--- config.mk ---
export PLATFORM = sky130hd
export DESIGN_NAME = uart_byte_rx
export DESIGN_NICKNAME = d
export VERILOG_FILES = /design/src/rtl/uart_byte_rx.sv
export SDC_FILE = /design/constraint.sdc
export NUM_CORES = 1
export LEC_CHECK = 0
export CORE_MARGIN = 10
export CORE_UTILIZATION = 50
export DETAILED_ROUTE_END_ITERATION = 8
export PLACE_DENSITY = 0.71
export RECOVER_POWER = 100
export SETUP_SLACK_MARGIN = 0.5
export SKIP_LAST_GASP = 1
export SYNTH_ARGS = -nofsm -noshare
export SYNTH_HDL_FRONTEND = slang
export SYNTH_SLANG_ARGS = --single-unit
--- constraint.sdc ---
create_clock -name clk -period 2.8 [get_ports clk]
set_clock_uncertainty 0.15 [all_clocks]
set_input_delay 0.56 -clock clk [delete_from_list [all_inputs] [get_ports clk]]
set_output_delay 0.56 -clock clk [all_outputs]
set_load 0.02 [all_outputs]
--- src/rtl/uart_byte_rx.sv ---
// 8N1 UART receiver; a 2-flop synchronizer feeds a mid-bit sampling FSM and a one-entry valid/ready holding register.
// Latency: the byte appears on data/valid one clk after the stop-bit sample, which is 2 clks of sync delay after the line.
// Backpressure: the receiver never stalls; a byte that completes while the holding register is full is dropped and overrun pulses.
module uart_byte_rx #(
    parameter int CLK_HZ = 100000000,
    parameter int BAUD   = 115200
) (
    input  logic       clk,
    input  logic       rst_n,
    input  logic       rx,
    output logic [7:0] data,
    output logic       valid,
    input  logic       ready,
    output logic       frame_err,
    output logic       overrun,
    output logic       busy
);

    localparam int CLKS_PER_BIT = CLK_HZ / BAUD;
    localparam int CNT_W        = (CLKS_PER_BIT > 1) ? $clog2(CLKS_PER_BIT) : 1;
    localparam logic [CNT_W-1:0] CNT_LAST = CNT_W'(CLKS_PER_BIT - 1);
    localparam logic [CNT_W-1:0] CNT_HALF = CNT_W'(CLKS_PER_BIT / 2 - 1);

    typedef enum logic [2:0] {IDLE, START, DATA, STOP, BREAK} state_t;

    state_t           state, state_nxt;
    logic [CNT_W-1:0] cnt, cnt_nxt;
    logic [2:0]       bit_idx, bit_idx_nxt;
    logic [7:0]       shift_reg, shift_nxt;
    logic             rx_meta, rx_s;
    logic             deliver_c, ferr_c, deliver_q;

    // Synchronizer resets to the idle-high line level so reset never looks like a start bit.
    always_ff @(posedge clk or negedge rst_n) begin
        if (!rst_n) begin
            rx_meta <= 1'b1;
            rx_s    <= 1'b1;
        end else begin
            rx_meta <= rx;
            rx_s    <= rx_meta;
        end
    end

    always_ff @(posedge clk or negedge rst_n) begin
        if (!rst_n) begin
            state     <= IDLE;
            cnt       <= '0;
            bit_idx   <= '0;
            shift_reg <= '0;
            deliver_q <= 1'b0;
            frame_err <= 1'b0;
        end else begin
            state     <= state_nxt;
            cnt       <= cnt_nxt;
            bit_idx   <= bit_idx_nxt;
            shift_reg <= shift_nxt;
            deliver_q <= deliver_c;
            frame_err <= ferr_c;
        end
    end

    always_comb begin
        state_nxt   = state;
        cnt_nxt     = cnt + 1'b1;
        bit_idx_nxt = bit_idx;
        shift_nxt   = shift_reg;
        deliver_c   = 1'b0;
        ferr_c      = 1'b0;
        unique case (state)
            IDLE: begin
                cnt_nxt = '0;
                if (!rx_s) state_nxt = START;
            end
            START: begin
                // Half-bit offset here puts every later sample at mid-bit.
                if (cnt == CNT_HALF) begin
                    cnt_nxt     = '0;
                    bit_idx_nxt = '0;
                    state_nxt   = rx_s ? IDLE : DATA;
                end
            end
            DATA: begin
                if (cnt == CNT_LAST) begin
                    cnt_nxt            = '0;
                    shift_nxt[bit_idx] = rx_s;
                    if (bit_idx == 3'd7) state_nxt = STOP;
                    else                 bit_idx_nxt = bit_idx + 3'd1;
                end
            end
            STOP: begin
                if (cnt == CNT_LAST) begin
                    cnt_nxt   = '0;
                    deliver_c = rx_s;
                    ferr_c    = !rx_s;
                    state_nxt = rx_s ? IDLE : BREAK;
                end
            end
            BREAK: begin
                cnt_nxt = '0;
                if (rx_s) state_nxt = IDLE;
            end
            default: begin
                cnt_nxt   = '0;
                state_nxt = IDLE;
            end
        endcase
    end

    // A delivery that coincides with a handshake replaces the consumed byte without a gap.
    always_ff @(posedge clk or negedge rst_n) begin
        if (!rst_n) begin
            data    <= 8'h00;
            valid   <= 1'b0;
            overrun <= 1'b0;
        end else begin
            overrun <= 1'b0;
            if (deliver_q) begin
                if (!valid || ready) begin
                    data  <= shift_reg;
                    valid <= 1'b1;
                end else begin
                    overrun <= 1'b1;
                end
            end else if (valid && ready) begin
                valid <= 1'b0;
            end
        end
    end

    assign busy = (state != IDLE);

endmodule
==> flow_metrics.env, run 1 <==
export IMPL_first_global_vias=1147
export IMPL_final_max_slew_viol_count=0
export IMPL_clkPwrFrac_pct=31.6
export IMPL_cp_max_fo=8
export IMPL_synth_commonest_cells="dfrtp_1, nor2_1, mux2_2"
export IMPL_dieArea_um2=6350
export IMPL_setup_tns_ps=0
export IMPL_post_route_period_util_pct=84.5
export IMPL_grt_pass1_wl_um=5300
export IMPL_syn2layout_area_growth_pct=11.3
export IMPL_final_setup_viol_count=0
export IMPL_pre_cts_ws_ps=595
export IMPL_tightest_slew_ps=810
export IMPL_ir_drop_mv=0.239
export IMPL_ys_seq_elements=38
export IMPL_multi_input_area_um2=753
export IMPL_final_seq_area_um2=955
export IMPL_antenna_found_initial=0
export IMPL_drt_first_pass_iters=4
export IMPL_gp_congestion=0.830
export IMPL_n_antenna_cell=0
export IMPL_rows=21
export IMPL_setup_ws_ps=435
export IMPL_min_period_ps=2360
export IMPL_outcome="completed"
export IMPL_clkSinkCount=38
export IMPL_comb_power_share_pct=1.6
export IMPL_hold_path_class="input port to async pin"
export IMPL_hold_viol=0
export IMPL_clkLatencyLatePin_ps=350
export IMPL_vias_per_cell=5.42
export IMPL_grt_max_degree=39
export IMPL_synth_edf_count=0
export IMPL_cts_tree="done"
export IMPL_critPathCaptureType="flop"
export IMPL_crit_type="flop to flop"
export IMPL_cellPowerDensity_nw_per_um2=418
export IMPL_fp_coreArea_um2=3390
export IMPL_r2r_end="shift_reg[0]"
export IMPL_grt_overflow_total=0
export IMPL_maxCapViolations=0
export IMPL_cts_buffers=5
export IMPL_synth_area_leader_cell="dfrtp_1"
export IMPL_crit_path_cell_trace="ha_1 > and4bb_1 > nand3_1 > nor4b_1 > mux2_1"
export IMPL_routedWlPerCell_um=14.2
export IMPL_rr_worst_depth=5
export IMPL_post_cts_setup_buffer_count=0
export IMPL_clk_path_buf_depth=2
export IMPL_switchingPower_uw=185
export IMPL_start_util_pct=52.6
export IMPL_avgSynthCellArea_um2=11.5
export IMPL_synth_area_um2=1780
export IMPL_largest_reg_flops=10
export IMPL_finalNetCount=180
export IMPL_critPathTopFamily="simple AND/OR/NAND/NOR gates"
export IMPL_p_total_uw=829
export IMPL_r2r_setup_slack_ps=440
export IMPL_fill_cells=297
export IMPL_layoutNonFillerInstCount=218
export IMPL_floorplan_die_width_um=79.7
export IMPL_slew_headroom_pct=46.0
export IMPL_synth_fp_nets=163
export IMPL_cellLeakagePower_nw=0.924
export IMPL_yosysSeqAreaShare_pct=53.5
export IMPL_place_hpwl_um=2190
export IMPL_async_flop_share_pct=100
export IMPL_ant_nets=0
export IMPL_root_buffer="clkbuf_4"
export IMPL_io_pins=16
export IMPL_clock_fmax_ghz=0.423
export IMPL_htree_levels=2
export IMPL_drt_iter0_drc=55
export IMPL_path_clk_slew_ps=110
export IMPL_p_seq_share_pct=66.8
export IMPL_drc_errors=0
export IMPL_netlist_top_cells_area="dfrtp_1, mux2_2, nor2_1"
export IMPL_crit_slowest_cell="nor4b_1"
export IMPL_port_buffers=15
export IMPL_cp_slowest_stage_delay_ps=480
export IMPL_postRouteWirelength_um=3100
export IMPL_yosysWarnings=0
export IMPL_timing_rr_start="cnt[0]"
export IMPL_synthFlopType="dfrtp_1"
export IMPL_layout_drive_gt1_share_pct=19.2
export IMPL_swShare_pct=22.3
export IMPL_crit_start="cnt[0]"
export IMPL_required_ps=2890
export IMPL_dp_cells=211
export IMPL_grt_usage_pct=10.6
export IMPL_rsz0062_at_grt="false"
export IMPL_start_kind="flop"
export IMPL_critPathBufInv=0
export IMPL_p_int_uw=644
export IMPL_critPathArrivalTime_ps=2460
export IMPL_die_height_um=79.7
export IMPL_hold_ws_ps=143
export IMPL_netlist_instances=155
export IMPL_synth_distinct_cells=39
export IMPL_synth_top_area_share_pct=50.6
export IMPL_via_count=1182
export IMPL_synth_most_common_cell="dfrtp_1"
area by class of cell:
class	count	share of cell area, %
Clock buffer	5	1.89
Clock inverter	2	0.505
Inverter	7	1.32
Multi-Input combinational cell	105	38.0
Sequential cell	38	48.1
Tap cell	46	2.90
Timing Repair Buffer	15	7.26
worst max path at each step:
stage,cells after the start,endpoint,slack [ps]
6_report,5,shift_reg[0],440
5_1_grt,5,shift_reg[0],310
3_3_place_gp,5,shift_reg[0],630
4_1_cts,5,shift_reg[0],590
2_1_floorplan,5,shift_reg[0],800
3_5_place_dp,5,shift_reg[0],600
power groups by stage:
stage               sequential, mW  combinational, mW  clock, mW
floorplan                    0.562            0.00224          0
global placement             0.565             0.0145          0
detailed placement           0.565             0.0148          0
CTS                          0.554             0.0148      0.271
global route                 0.555             0.0159      0.298
finish                       0.554             0.0132      0.262
cells in the final DEF, fill, tap and decap left out, types with 2 or more instances in the layout:
cell	synthesis	final
dfstp_2	2	2
nor4bb_1	2	2
dlygate4sd3_1	0	13
clkinv_2	0	2
inv_1	7	7
dfrtp_1	36	35
ha_1	4	4
nand2b_1	3	3
nand3_1	5	6
o211ai_1	1	2
nor2b_1	2	2
mux2_2	16	16
nand2_1	9	9
xnor2_1	5	5
nor4_1	3	3
nor2_1	21	21
clkbuf_4	0	5
xor2_1	3	3
nand4_1	6	6
nor3_1	5	5
and2_1	2	2
cells by family after synthesis:
group / count (synthesis) / synth area share (%)
adders and majority gates: 4 / 2.81
muxes: 18 / 11.3
xor gates and xnor gates: 8 / 3.93
and+or+nand+nor: 66 / 20.9
buffers and inverters: 12 / 3.02
AOI/OAI and AO/OA: 9 / 4.49
DFF: 38 / 53.5
worst reg2reg max path: stages, from the launching register on:
cell and delay, ps:
dfrtp_1 450, ha_1 290, and4bb_1 280, nand3_1 270, nor4b_1 480, mux2_1 360
stage by stage:
| stage | utilization, % | instance area (um2) |
|---|---|---|
| 3_5_place_dp | 57.7 | 1960 |
| 5_1_grt | 58.5 | 1980 |
| 4_1_cts | 59.2 | 2010 |
| 3_3_place_gp | 57.7 | 1960 |
| 2_1_floorplan | - | 1780 |
| 6_report | 58.5 | 1980 |
what timing repair did:
item,4_1_cts,5_1_grt
resized for setup,3,1
hold buffers,0,0
pin swaps,0,0
endpoints found under the setup margin,1,1
routing by layer:
layer | track usage (%) | vias to the layer above | wire (um)
met5 | 0 | - | 0
met4 | 4.84 | 0 | 58
met3 | 5.07 | 7 | 213
met2 | 15.0 | 17 | 1350
met1 | 13.3 | 584 | 1490
li1 | - | 574 | -
No activity file was read; power rests on OpenSTA's default activity.
==> inputs of run 2 (changes only) <==
- PLACE_DENSITY: 0.71 -> 0.74
- clock period: 2.8 -> 2 ns (I/O delays scaled with it)
==> flow_metrics.env, run 2 (synthesized netlist as in run 1, its figures left out) <==
export IMPL_syn2layout_area_growth_pct=27.7
export IMPL_final_setup_viol_count=0
export IMPL_mostFrequentLayoutCell="dfrtp_1"
export IMPL_p_total_mw=1.17
export IMPL_tightest_slew_ps=916
export IMPL_rows=21
export IMPL_start_util_pct=52.6
export IMPL_fp_coreArea_um2=3390
export IMPL_path_clk_slew_ps=100
export IMPL_critPathBufInv=0
export IMPL_final_cell_area_um2=2270
export IMPL_required_ps=2090
export IMPL_io_pins=16
export IMPL_grt_max_degree=39
export IMPL_routedWlPerCell_um=16.0
export IMPL_drc_errors=0
export IMPL_port_buffers=15
export IMPL_layout_drive_gt1_share_pct=43.6
export IMPL_crit_path_cell_trace="ha_4 > and4bb_2 > nand4_1 > nor3_2 > mux2_2"
export IMPL_root_buffer="clkbuf_4"
export IMPL_crit_type="flop to flop"
export IMPL_cp_max_fo=4
export IMPL_n_antenna_cell=0
export IMPL_cellLeakagePower_nw=0.978
export IMPL_rsz0062_at_grt="true"
export IMPL_clk_path_buf_depth=2
export IMPL_setup_ws_ps=80.6
export IMPL_layoutNonFillerInstCount=241
export IMPL_ant_nets=0
export IMPL_pre_cts_ws_ps=22.1
export IMPL_die_height_um=79.7
export IMPL_r2r_setup_slack_ps=80
export IMPL_floorplan_die_width_um=79.7
export IMPL_via_count=1329
export IMPL_htree_levels=2
export IMPL_grt_usage_pct=13.0
export IMPL_dieArea_um2=6350
export IMPL_ir_drop_mv=0.427
export IMPL_postRouteWirelength_um=3860
export IMPL_slew_headroom_pct=38.9
export IMPL_min_period_ps=1920
export IMPL_cellPowerDensity_nw_per_um2=513
export IMPL_gp_congestion=0.877
export IMPL_utilization_pct=67.1
export IMPL_clkLatencyLatePin_ps=340
export IMPL_first_global_vias=1384
export IMPL_mostFrequentLayoutCells="dfrtp_1, buf_4, clkbuf_1"
export IMPL_dp_cells=223
export IMPL_hold_viol=0
export IMPL_critPathTopFamily="simple AND/OR/NAND/NOR gates"
export IMPL_final_max_slew_viol_count=0
export IMPL_dpl_cell_area_um2=2140
export IMPL_critPathArrivalTime_ps=2010
export IMPL_grt_overflow_total=0
export IMPL_antenna_found_initial=0
export IMPL_cts_buffers=5
export IMPL_critPathCaptureType="flop"
export IMPL_vias_per_cell=5.51
export IMPL_drt_first_pass_iters=4
export IMPL_cts_tree="done"
export IMPL_crit_slowest_cell="dfrtp_2"
export IMPL_grt_pass1_wl_um=6630
export IMPL_maxCapViolations=0
export IMPL_clock_fmax_ghz=0.521
export IMPL_start_kind="flop"
export IMPL_post_route_period_util_pct=96.0
export IMPL_fill_cells=267
export IMPL_outcome="completed"
export IMPL_place_hpwl_um=2490
export IMPL_drt_iter0_drc=62
export IMPL_largest_reg_flops=10
export IMPL_setup_tns_ps=0
export IMPL_hold_ws_ps=215
export IMPL_finalNetCount=203
export IMPL_clkSinkCount=38
export IMPL_hold_path_class="flop to flop"
export IMPL_cp_slowest_stage_delay_ps=430
==> run 2: cell count changes in the layout (fill, tap and decap cells not counted), sizes merged <==
cell,change
buf,+20
dlygate4sd3,-10
clkbuf,+14
dlygate4sd2,-1
==> run 2: repair_timing <==
item	4_1_cts	5_1_grt
pin swaps	8	3
resized for setup	69	19
endpoints found under the hold margin	36	0
hold buffers	1	0
endpoints found under the setup margin	38	29
cloned	1	0
setup buffers	7	2
==> run 2: area by class of cell <==
| class | instances | area, um2 | area share, % |
|---|---|---|---|
| Clock buffer | 5 | 37.5 | 1.65 |
| Clock inverter | 2 | 10.0 | 0.440 |
| Inverter | 7 | 28.8 | 1.27 |
| Multi-Input combinational cell | 105 | 932 | 41.0 |
| Sequential cell | 38 | 958 | 42.1 |
| Tap cell | 46 | 57.6 | 2.53 |
| Timing Repair Buffer | 38 | 250 | 11.0 |
==> run 2: metal layers <==
layer	wire, um	global-route usage [%]
met5	0	0
met4	40	4.48
met3	182	4.62
met2	1970	21.4
met1	1660	15.3
==> run 2: worst paths after layout <==
| path | endpoint | cells after the start | from |
|---|---|---|---|
| max | shift_reg[4] | 5 | cnt[0] |
| min | rx_s | 0 | rx_meta |
| max reg2reg | shift_reg[4] | 5 | cnt[0] |
| min reg2reg | rx_s | 0 | rx_meta |
| max in group asynchronous | cnt[0] | 3 | rst_n |
| min in group asynchronous | valid | 3 | rst_n |
==> run 2: worst register-to-register path, delay by kind of cell (launching register included) <==
kind,cells,cell delay [ps]
AND/OR/NAND/NOR,3,750
adder cells (fa/ha/maj),1,140
multiplexers,1,350
flip-flops,1,430
==> run 2: power by group <==
part / internal, mW / switching (mW)
logic: 0.00582 / 0.0155
clock network: 0.126 / 0.243
registers: 0.772 / 0.00425
total: 0.904 / 0.263
